<file path="src/rtl/fifo_arb_pkg.sv">
// Shared defaults and index-width helper for the shared-FIFO arbiter.
package fifo_arb_pkg;

   localparam int unsigned DEF_N_REQ     = 4;
   localparam int unsigned DEF_DATA_W    = 8;
   localparam int unsigned DEF_DEPTH     = 64;
   localparam int unsigned DEF_BURST_LEN = 4;

   // Bits needed to index n items; never below one bit.
   function automatic int unsigned idx_w(input int unsigned n);
      return (n <= 1) ? 1 : $clog2(n);
   endfunction

endpackage

</file>
<file path="src/rtl/rr_pick.sv">
// Round-robin winner search: first set request starting after last_grant.
module rr_pick
   import fifo_arb_pkg::*;
#(
   parameter  int unsigned N_REQ = DEF_N_REQ,
   localparam int unsigned IW    = idx_w(N_REQ)
) (
   input  logic [N_REQ-1:0] req,
   input  logic [IW-1:0]    last_grant,
   output logic [IW-1:0]    winner,
   output logic             any_valid
);

   // Walk offsets from farthest to nearest so the nearest valid port wins.
   always_comb begin
      int unsigned idx;
      idx       = 0;
      winner    = last_grant;
      any_valid = |req;
      for (int unsigned k = N_REQ; k >= 1; k--) begin
         idx = (int'(last_grant) + k) % N_REQ;
         if (req[idx]) winner = IW'(idx);
      end
   end

endmodule

</file>
<file path="src/rtl/fifo_share_arbiter.sv">
// N-producer round-robin arbiter feeding one shared FIFO with occupancy tracking.
// Define FIFO_ARB_BURST_EN to let a winner keep priority for up to BURST_LEN beats.
module fifo_share_arbiter
   import fifo_arb_pkg::*;
#(
   parameter  int unsigned N_REQ     = DEF_N_REQ,
   parameter  int unsigned DATA_W    = DEF_DATA_W,
   parameter  int unsigned DEPTH     = DEF_DEPTH,
   parameter  int unsigned BURST_LEN = DEF_BURST_LEN,
   localparam int unsigned IW        = idx_w(N_REQ),
   localparam int unsigned OW        = idx_w(DEPTH + 1)
) (
   input  logic                    clk,
   input  logic                    rst,
   input  logic [N_REQ-1:0]        req_valid,
   input  logic [N_REQ*DATA_W-1:0] req_data,
   output logic [N_REQ-1:0]        req_ready,
   input  logic                    fifo_full,
   input  logic                    fifo_enr,
   output logic                    fifo_enw,
   output logic [DATA_W-1:0]       fifo_datain,
   output logic [IW-1:0]           grant_id,
   output logic [OW-1:0]           occupancy
);

   if (N_REQ < 2 || N_REQ > 8 || DEPTH < 1 || BURST_LEN < 1) begin : g_param_err
      $error("fifo_share_arbiter: illegal parameter set");
   end

   logic [IW-1:0]     last_grant;
   logic [IW-1:0]     rr_winner;
   logic [IW-1:0]     winner;
   logic              any_valid;
   logic              room;
   logic              accept;
   logic              occ_inc;
   logic              occ_dec;
   logic [DATA_W-1:0] sel_data;

   rr_pick #(.N_REQ(N_REQ)) u_rr_pick (
      .req        (req_valid),
      .last_grant (last_grant),
      .winner     (rr_winner),
      .any_valid  (any_valid)
   );

`ifdef FIFO_ARB_BURST_EN
   localparam int unsigned BW = idx_w(BURST_LEN + 1);

   logic [BW-1:0] burst_cnt;
   logic          hold;

   // Previous winner keeps the grant while it stays valid and has beats left.
   assign hold   = (burst_cnt != '0) && (burst_cnt < BW'(BURST_LEN)) && req_valid[last_grant];
   assign winner = hold ? last_grant : rr_winner;

   always_ff @(posedge clk or negedge rst) begin
      if (!rst) begin
         burst_cnt <= '0;
      end else if (accept) begin
         burst_cnt <= hold ? burst_cnt + BW'(1) : BW'(1);
      end else if (!req_valid[last_grant]) begin
         burst_cnt <= '0;
      end
   end
`else
   assign winner = rr_winner;
`endif

   // One slot is held back for a write already on its way into the FIFO.
   assign room   = !fifo_full &&
                   (({1'b0, occupancy} + (OW+1)'(fifo_enw)) < (OW+1)'(DEPTH));
   assign accept = any_valid && room;

   always_comb begin
      req_ready = '0;
      if (accept) req_ready[winner] = 1'b1;
   end

   always_comb begin
      sel_data = '0;
      for (int unsigned i = 0; i < N_REQ; i++) begin
         if (winner == IW'(i)) sel_data = req_data[i*DATA_W +: DATA_W];
      end
   end

   always_ff @(posedge clk or negedge rst) begin
      if (!rst) begin
         fifo_enw    <= 1'b0;
         fifo_datain <= '0;
         grant_id    <= '0;
         last_grant  <= IW'(N_REQ - 1);
      end else begin
         fifo_enw <= accept;
         if (accept) begin
            fifo_datain <= sel_data;
            grant_id    <= winner;
            last_grant  <= winner;
         end
      end
   end

   assign occ_inc = fifo_enw;
   assign occ_dec = fifo_enr && (occupancy != '0);

   // Saturating fill-level tracker.
   always_ff @(posedge clk or negedge rst) begin
      if (!rst) begin
         occupancy <= '0;
      end else if (occ_inc && !occ_dec) begin
         if (occupancy < OW'(DEPTH)) occupancy <= occupancy + OW'(1);
      end else if (occ_dec && !occ_inc) begin
         occupancy <= occupancy - OW'(1);
      end
   end

endmodule

</file>
<file path="config.mk">
export PLATFORM = sky130hd
export DESIGN_NAME = fifo_share_arbiter
export DESIGN_NICKNAME = d
export VERILOG_FILES = /design/src/rtl/fifo_arb_pkg.sv /design/src/rtl/rr_pick.sv /design/src/rtl/fifo_share_arbiter.sv
export SDC_FILE = /design/constraint.sdc
export NUM_CORES = 1
export LEC_CHECK = 0
export CAP_MARGIN = 0
export CORE_MARGIN = 2
export CORE_UTILIZATION = 42
export CTS_CLUSTER_DIAMETER = 40
export CTS_CLUSTER_SIZE = 12
export DETAILED_ROUTE_END_ITERATION = 12
export PLACE_DENSITY = 0.8
export SETUP_SLACK_MARGIN = 0.5
export SKIP_LAST_GASP = 1
export SLEW_MARGIN = 10
export SYNTH_ARGS = -nofsm -noshare
export SYNTH_HDL_FRONTEND = slang
export SYNTH_SLANG_ARGS = --single-unit
</file>
<file path="constraint.sdc">
create_clock -name clk -period 3.75 [get_ports clk]
set_input_delay 0.75 -clock clk [delete_from_list [all_inputs] [get_ports clk]]
set_output_delay 0.75 -clock clk [all_outputs]
set_load 0.05 [all_outputs]
</file>
==> results summary <==
The number of global-route vias before repair was 1314. The largest total area in the synthesized netlist belongs to dfrtp_1. The overall die height came out at just over 60 um. The number of buffer and inverter stages on the critical path came out at 2.

The routed layout has 1431 vias. The post-layout minimum cycle time is 3.19 ns. The element type at the critical path end is an output pin. The routed wire length is 4.05 mm.

The global-route usage over all layers came out at 21.3%. CTS built an H-tree with a depth of 1. The total number of clock tree sinks came out at 20. The final design instance area without fill came out at 0.00220 mm2. The area of all sequential standard cells came out at around 500 um2. The area enclosed by the die boundary is 0.00384 mm2. The data required time at the worst endpoint came out at 3.00 ns. The count of mapped cells out of synthesis is between 150 and 200.

The final weighted congestion in routability-driven placement came out at 0.941. For this design the ratio of total power to cell area is 897 mW/mm2. The worst hold path belongs to the class register to register. The TritonCTS clock tree is built. The clock-pin slew of the registers on the worst-case setup and hold paths is 0.11 ns. The total count of max-transition violations in the final report was 0. The share of synthesized registers carrying an async set or reset is between 90% and 100%. The number of placement rows is 21. Once placement completed, the tool counted placed cells totaling 258. The post-synthesis instance area came out at 0.00141 mm2. Detailed placement finished with a half-perimeter wire length of 3.15 mm. The aggregate negative setup slack is 0 ns. The routed wire length per instance is 15.5 um. After detailed routing, the number of vias per cell comes to 5.46. The worst setup path is launched from an input pin.

The number of warnings printed during yosys synthesis came out at 0. After global routing the overflow that remains totals 0. The fraction of post-synthesis cell area in the top cell type by area came out at 31.9%.

The count of distinct cell types in the synthesized netlist is 43. The count of nets left with antenna violations after detail routing came out at 0. The number of antenna violations at the first check in global routing is 0. During I/O placement, the number of pins put on the boundary was 62. The maximum number of pins on one net before global-route repair came out at 21. In this run, CTS created clock tree buffers numbering 3. CTS placed an instance of clkbuf_4 at the clock tree root. The cell leakage power is 0.910 nW. The global-route wire length before repair is ~5.9 mm. The placed instances occupy a cell area of ~0.0021 mm2. The total core area came out at between 0.003 and 0.004 mm2. The worst voltage drop across the vdd grid came out at 0.589 mV. Cells fill 67.0% of the core in the end. The number of design-rule violations left by the first detailed-router iteration came out at 121. In this run, synthesis produced a sequential element count of 20. The path type of the worst setup path is input pin to output pin.

By area the synthesized netlist is led by dfrtp_1 32%, mux2_2 5.6%, ha_1 5.3%. The share of the clock period used by the worst path came out at a little over four fifths. Traced cell by cell, the critical path runs through clkdlybuf4s50_1, or4_1, or4_4, nor2b_4, buf_12. The worst-path cell with the longest stage delay is or4_1. The finished layout holds 262 standard cells, fillers aside. The starting density of the core is 43.0%. The final worst clock skew came out at 0.00264 ns. Among all flip-flop cells after synthesis, the most frequent one is dfrtp_1.

At the pin with the least slew margin, the transition time is 0.901 ns. Averaged over all synthesized cells, the footprint is 9.29 um2. The buffer depth of the longest clock path came out at 2.

The portion of the post-synthesis area used by sequential elements is between 30% and 40%. The final worst setup slack is 0.564 ns. The floorplan step set the die width to 62.0 um.

The final routed DRC violation total is 0. Setup repair after global routing could not meet its margin everywhere. Port buffering added between 60 and 70 buffers. The iteration count of the initial detailed-routing pass is 4. The largest driver fanout on the critical path came out at 3. The net count after synthesis is slightly below 200. The post-layout net count came out at 264.

The number of endpoints with negative hold slack in the final report is 0. The area growth from synthesis to layout is 55.9%. Fill cells in the final layout number 270. The total of endpoints with negative setup slack in the final report is 0. Cells with a size suffix above 1 make up 15.7% of the layout. The worst pin sits at a relative slew slack of 39.8%. The delay of the slowest cell on the worst path is approximately 0.5 ns. The worst-case setup slack after placement came out at 0.169 ns. The count of max-cap constraint violations is 0. For the worst setup path, the data arrival time is 2.44 ns. The area occupied by multi-input gates came out at between 800 and 900 um2. The number of synthesized flops with an enable pin is 0. The gate family responsible for the most delay along the worst path is simple AND/OR/NAND/NOR gates. For this run, the top clock speed supported by timing is 0.314 GHz. The count of antenna diodes in the layout came out at 0. The flow ran to the end, and the final reports show no timing, DRC or antenna violations. The clock insertion delay at the later pin of the skew report is 0.31 ns.
==> flip-flops by register name (all words and copies together), names as in the netlist <==
register / cells
fifo_enw: 1
fifo_datain: 8
last_grant: 2
grant_id: 2
occupancy: 7
==> worst paths after layout <==
path | slack, ns | startpoint | endpoint | cells after the start
min in group asynchronous | 0.93 | rst | fifo_datain[3] | 1
worst min register to register | 0.49 | grant_id[1] | grant_id[1] | 2
worst max register to register | 0.69 | occupancy[1] | occupancy[6] | 10
max in group asynchronous | 2.27 | rst | occupancy[0] | 1
worst max-delay path | 0.56 | fifo_full | req_ready[0] | 5
worst min-delay path | 0.49 | grant_id[1] | grant_id[1] | 2
==> report_power, final <==
part | leakage [nW] | internal, mW | total, mW | switching (mW)
Sequential | 0.230 | 0.334 | 0.466 | 0.132
Combinational | 0.652 | 0.566 | 1.33 | 0.764
Clock | 0.0279 | 0.108 | 0.178 | 0.0694
Total | 0.910 | 1.01 | 1.97 | 0.965
==> kinds of logic (layout without fill, tap and decap cells) <==
kind of cell,after synthesis,in the layout,share of synthesized area (%)
xor+xnor,5,5,3.10
fa+ha+maj,7,7,6.74
simple gates,46,46,17.2
mux,14,14,10.6
flops,20,20,35.6
buf+inv,16,80,5.32
compound gates,44,44,21.5
==> repair_timing <==
item,in CTS,in global routing
hold buffers,0,0
cloned,0,0
setup endpoints to repair,4,5
resized for setup,4,6
pin swaps,2,0
buffers inserted,0,0
==> worst reg2reg max path: stages (launching register included) <==
cell	delay, ns
dfrtp_1	0.47
nor4_2	0.28
nand2_1	0.13
o21ai_1	0.20
nand2_2	0.17
fa_2	0.41
a211oi_1	0.26
o21ai_0	0.19
o21a_1	0.16
o21a_1	0.17
or4_1	0.51
==> cell usage in the layout, fill, tap and decap left out, types with 2 or more instances in the layout <==
cell,Yosys,layout
buf_12,0,4
clkbuf_4,0,3
a221oi_1,6,6
o21ai_0,8,7
mux2_2,7,7
o22ai_1,6,6
xnor2_1,3,3
inv_1,7,7
o21ai_1,1,2
nor4_1,3,2
or2b_1,2,2
nor2_1,13,12
or4_1,2,2
dlygate4sd2_1,0,3
o21a_1,5,5
a2bb2oi_1,2,2
dfstp_2,2,2
a221o_1,2,2
ha_1,6,6
o211ai_1,2,2
nand2_1,11,10
a21oi_1,7,7
nor2b_1,3,2
clkdlybuf4s50_1,0,53
and2_1,3,3
dfrtp_1,18,18
buf_4,1,8
mux2i_1,7,7
xor2_1,2,2
==> Yosys cell counts, types with 2 or more instances <==
library cell   n
a21oi_1        7
a221o_1        2
a221oi_1       6
a2bb2oi_1      2
and2_1         3
buf_2          3
clkbuf_1       4
dfrtp_1       18
dfstp_2        2
ha_1           6
inv_1          7
mux2_2         7
mux2i_1        7
nand2_1       11
nor2_1        13
nor2b_1        3
nor4_1         3
o211ai_1       2
o21a_1         5
o21ai_0        8
o22ai_1        6
or2b_1         2
or4_1          2
xnor2_1        3
xor2_1         2
==> metal layers <==
layer / up-vias / GRT usage [%] / routed length (um)
li1: 686 / - / -
met1: 698 / 28.5 / 1740
met2: 40 / 34.1 / 2080
met3: 7 / 4.35 / 154
met4: 0 / 7.90 / 72
met5: - / 0 / 0
==> area by class of cell <==
cell class / count / area share, %
clock inverters: 1 / 1.36
multi-input cells: 116 / 39.1
clock buffers: 3 / 1.02
inverters: 7 / 1.19
repair buffers: 69 / 31.9
flip-flops and latches: 20 / 22.9
well taps: 46 / 2.62
==> per-stage QoR <==
step	hold slack, ns	power, mW
2_1_floorplan	0.454	1.36
3_3_place_gp	0.464	1.75
3_5_place_dp	0.472	1.79
4_1_cts	0.499	1.97
5_1_grt	0.538	2.10
6_report	0.492	1.97
Power figures use the tool's default switching activity.
==> variant, RTL diff (same settings) <==
The option `FIFO_ARB_BURST_EN` is turned on by a define.
--- a/src/rtl/fifo_share_arbiter.sv
+++ b/src/rtl/fifo_share_arbiter.sv
@@ -1,5 +1,7 @@
 // N-producer round-robin arbiter feeding one shared FIFO with occupancy tracking.
 // Define FIFO_ARB_BURST_EN to let a winner keep priority for up to BURST_LEN beats.
+`define FIFO_ARB_BURST_EN
+
 module fifo_share_arbiter
    import fifo_arb_pkg::*;
 #(
Check against the original RTL: not equivalent (a bounded check fails within 4 cycles, from zero or initial values and one cycle with rst low).
==> variant against the unedited design <==
Wire length up 15%; total power is 24% higher; synthesized area up 23%; worst setup slack gained 49 ps; worst hold slack better by 21 ps; sequential cell count up 3; final area up 18%.
==> variant: results (changes against the unedited design) <==
most frequent cells after synthesis 22 x nor2_1, 21 x dfrtp_1, 12 x a21oi_1; DR vias/cell 5.48 (+0.31%); layout cells sized above 1 19.5% (+3.7 points); LEAKAGE 1.13 nW (+24%); drt total wl 4650 um (+15%); CP max FO 5 (+2); status complete, no violations; metal3 WL 163 um (+5.8%); Internal Pwr Total 1.25 mW (+24%); Worst-path clk slew 80 ps (-30 ps); Mapped Nets 236 (+19%); DR iter-0 viols 37 (-69%); Worst-Skew Late Latency 270 ps (-40 ps); DPL Wire Length 3380 um (+7.2%); slowest CP cell or4_4; final RePlAce weighted congestion 0.823 (-13%); Rel. slew slack 28.3% (-12 points); routed wl met2 2290 um (+10%); All-Layer GR Usage 21.5% (+0.19 points); Seq/Total Area, Yosys 33.3% (-2.4 points); vias in the first global route 1553 (+18%); clock root buffer clkbuf_8; Worst EP arrival 2390 ps (-50 ps); pin count of the biggest net entering global routing 37 (+76%); fin nets 306 (+16%)
## variant: layout make-up
cell class | count | area (um2)
clock buffers | 3 | 41.3
clock inverters | 1 | 5.00
fillers | 308 | 1390
inverters | 10 | 37.5
multi-input cells | 143 | 1110
flip-flops and latches | 23 | 583
well taps | 50 | 62.6
repair buffers | 77 | 769
## variant: worst paths after layout
path | end | slack, ps | from | cells after the start
worst max-delay path | req_ready[2] | 610 | req_valid[0] | 8
worst min-delay path | fifo_datain[1] | 510 | fifo_datain[1] | 1
worst max register to register | occupancy[6] | 710 | occupancy[1] | 10
worst min register to register | fifo_datain[1] | 510 | fifo_datain[1] | 1
max in group asynchronous | occupancy[1] | 1980 | rst | 1
min in group asynchronous | occupancy[3] | 1050 | rst | 1
## variant: power groups by stage
stage,sequential (mW),clock [mW],combinational (mW)
after detailed placement,0.533,0,1.65
after CTS,0.544,0.164,1.69
after floorplan,0.796,0,0.898
after global placement,0.530,0,1.60
final,0.514,0.161,1.77
after global routing,0.536,0.172,1.91
## variant: worst register-to-register path: stages, from the launching register on
cell      delay (ps)
dfrtp_2          470
or4_1            560
o41ai_4          310
nand2_2          180
fa_2             380
a21o_1           200
a21oi_2          170
o21bai_1         130
a211oi_2         260
mux2i_1          190
o21ai_0           90
## variant: cell families (layout without fill, tap and decap cells)
| group | Yosys count | count (layout) | synth area share [%] |
|---|---|---|---|
| buffers and inverters | 22 | 91 | 5.90 |
| multiplexers | 19 | 19 | 13.4 |
| flip-flops | 23 | 23 | 33.3 |
| XOR/XNOR | 7 | 7 | 3.96 |
| adder cells (fa/ha/maj) | 8 | 8 | 6.19 |
| AO/OA/AOI/OAI | 35 | 35 | 13.8 |
| AND/OR/NAND/NOR | 74 | 74 | 23.5 |
## variant: stage by stage
step	setup slack, ps	hold slack [ps]	std cells	cell area (um2)	power (mW)
6_report	613	514	307	2610	2.44
5_1_grt	500	532	307	2610	2.61
4_1_cts	440	498	304	2570	2.39
3_5_place_dp	297	478	297	2470	2.18
3_3_place_gp	282	471	297	2470	2.13
2_1_floorplan	421	454	188	1750	1.69
## variant: metal layers
metal / vias up / GRT usage (%)
li1: 817 / -
met1: 805 / 28.7
met2: 47 / 35.0
met3: 13 / 1.81
met4: 0 / 10.5
met5: - / 0
## variant: repair_timing
| item | in CTS | in global routing |
|---|---|---|
| setup buffers | 3 | 3 |
| setup endpoints to repair | 6 | 6 |
| pin swaps | 3 | 3 |
| resized for setup | 11 | 6 |
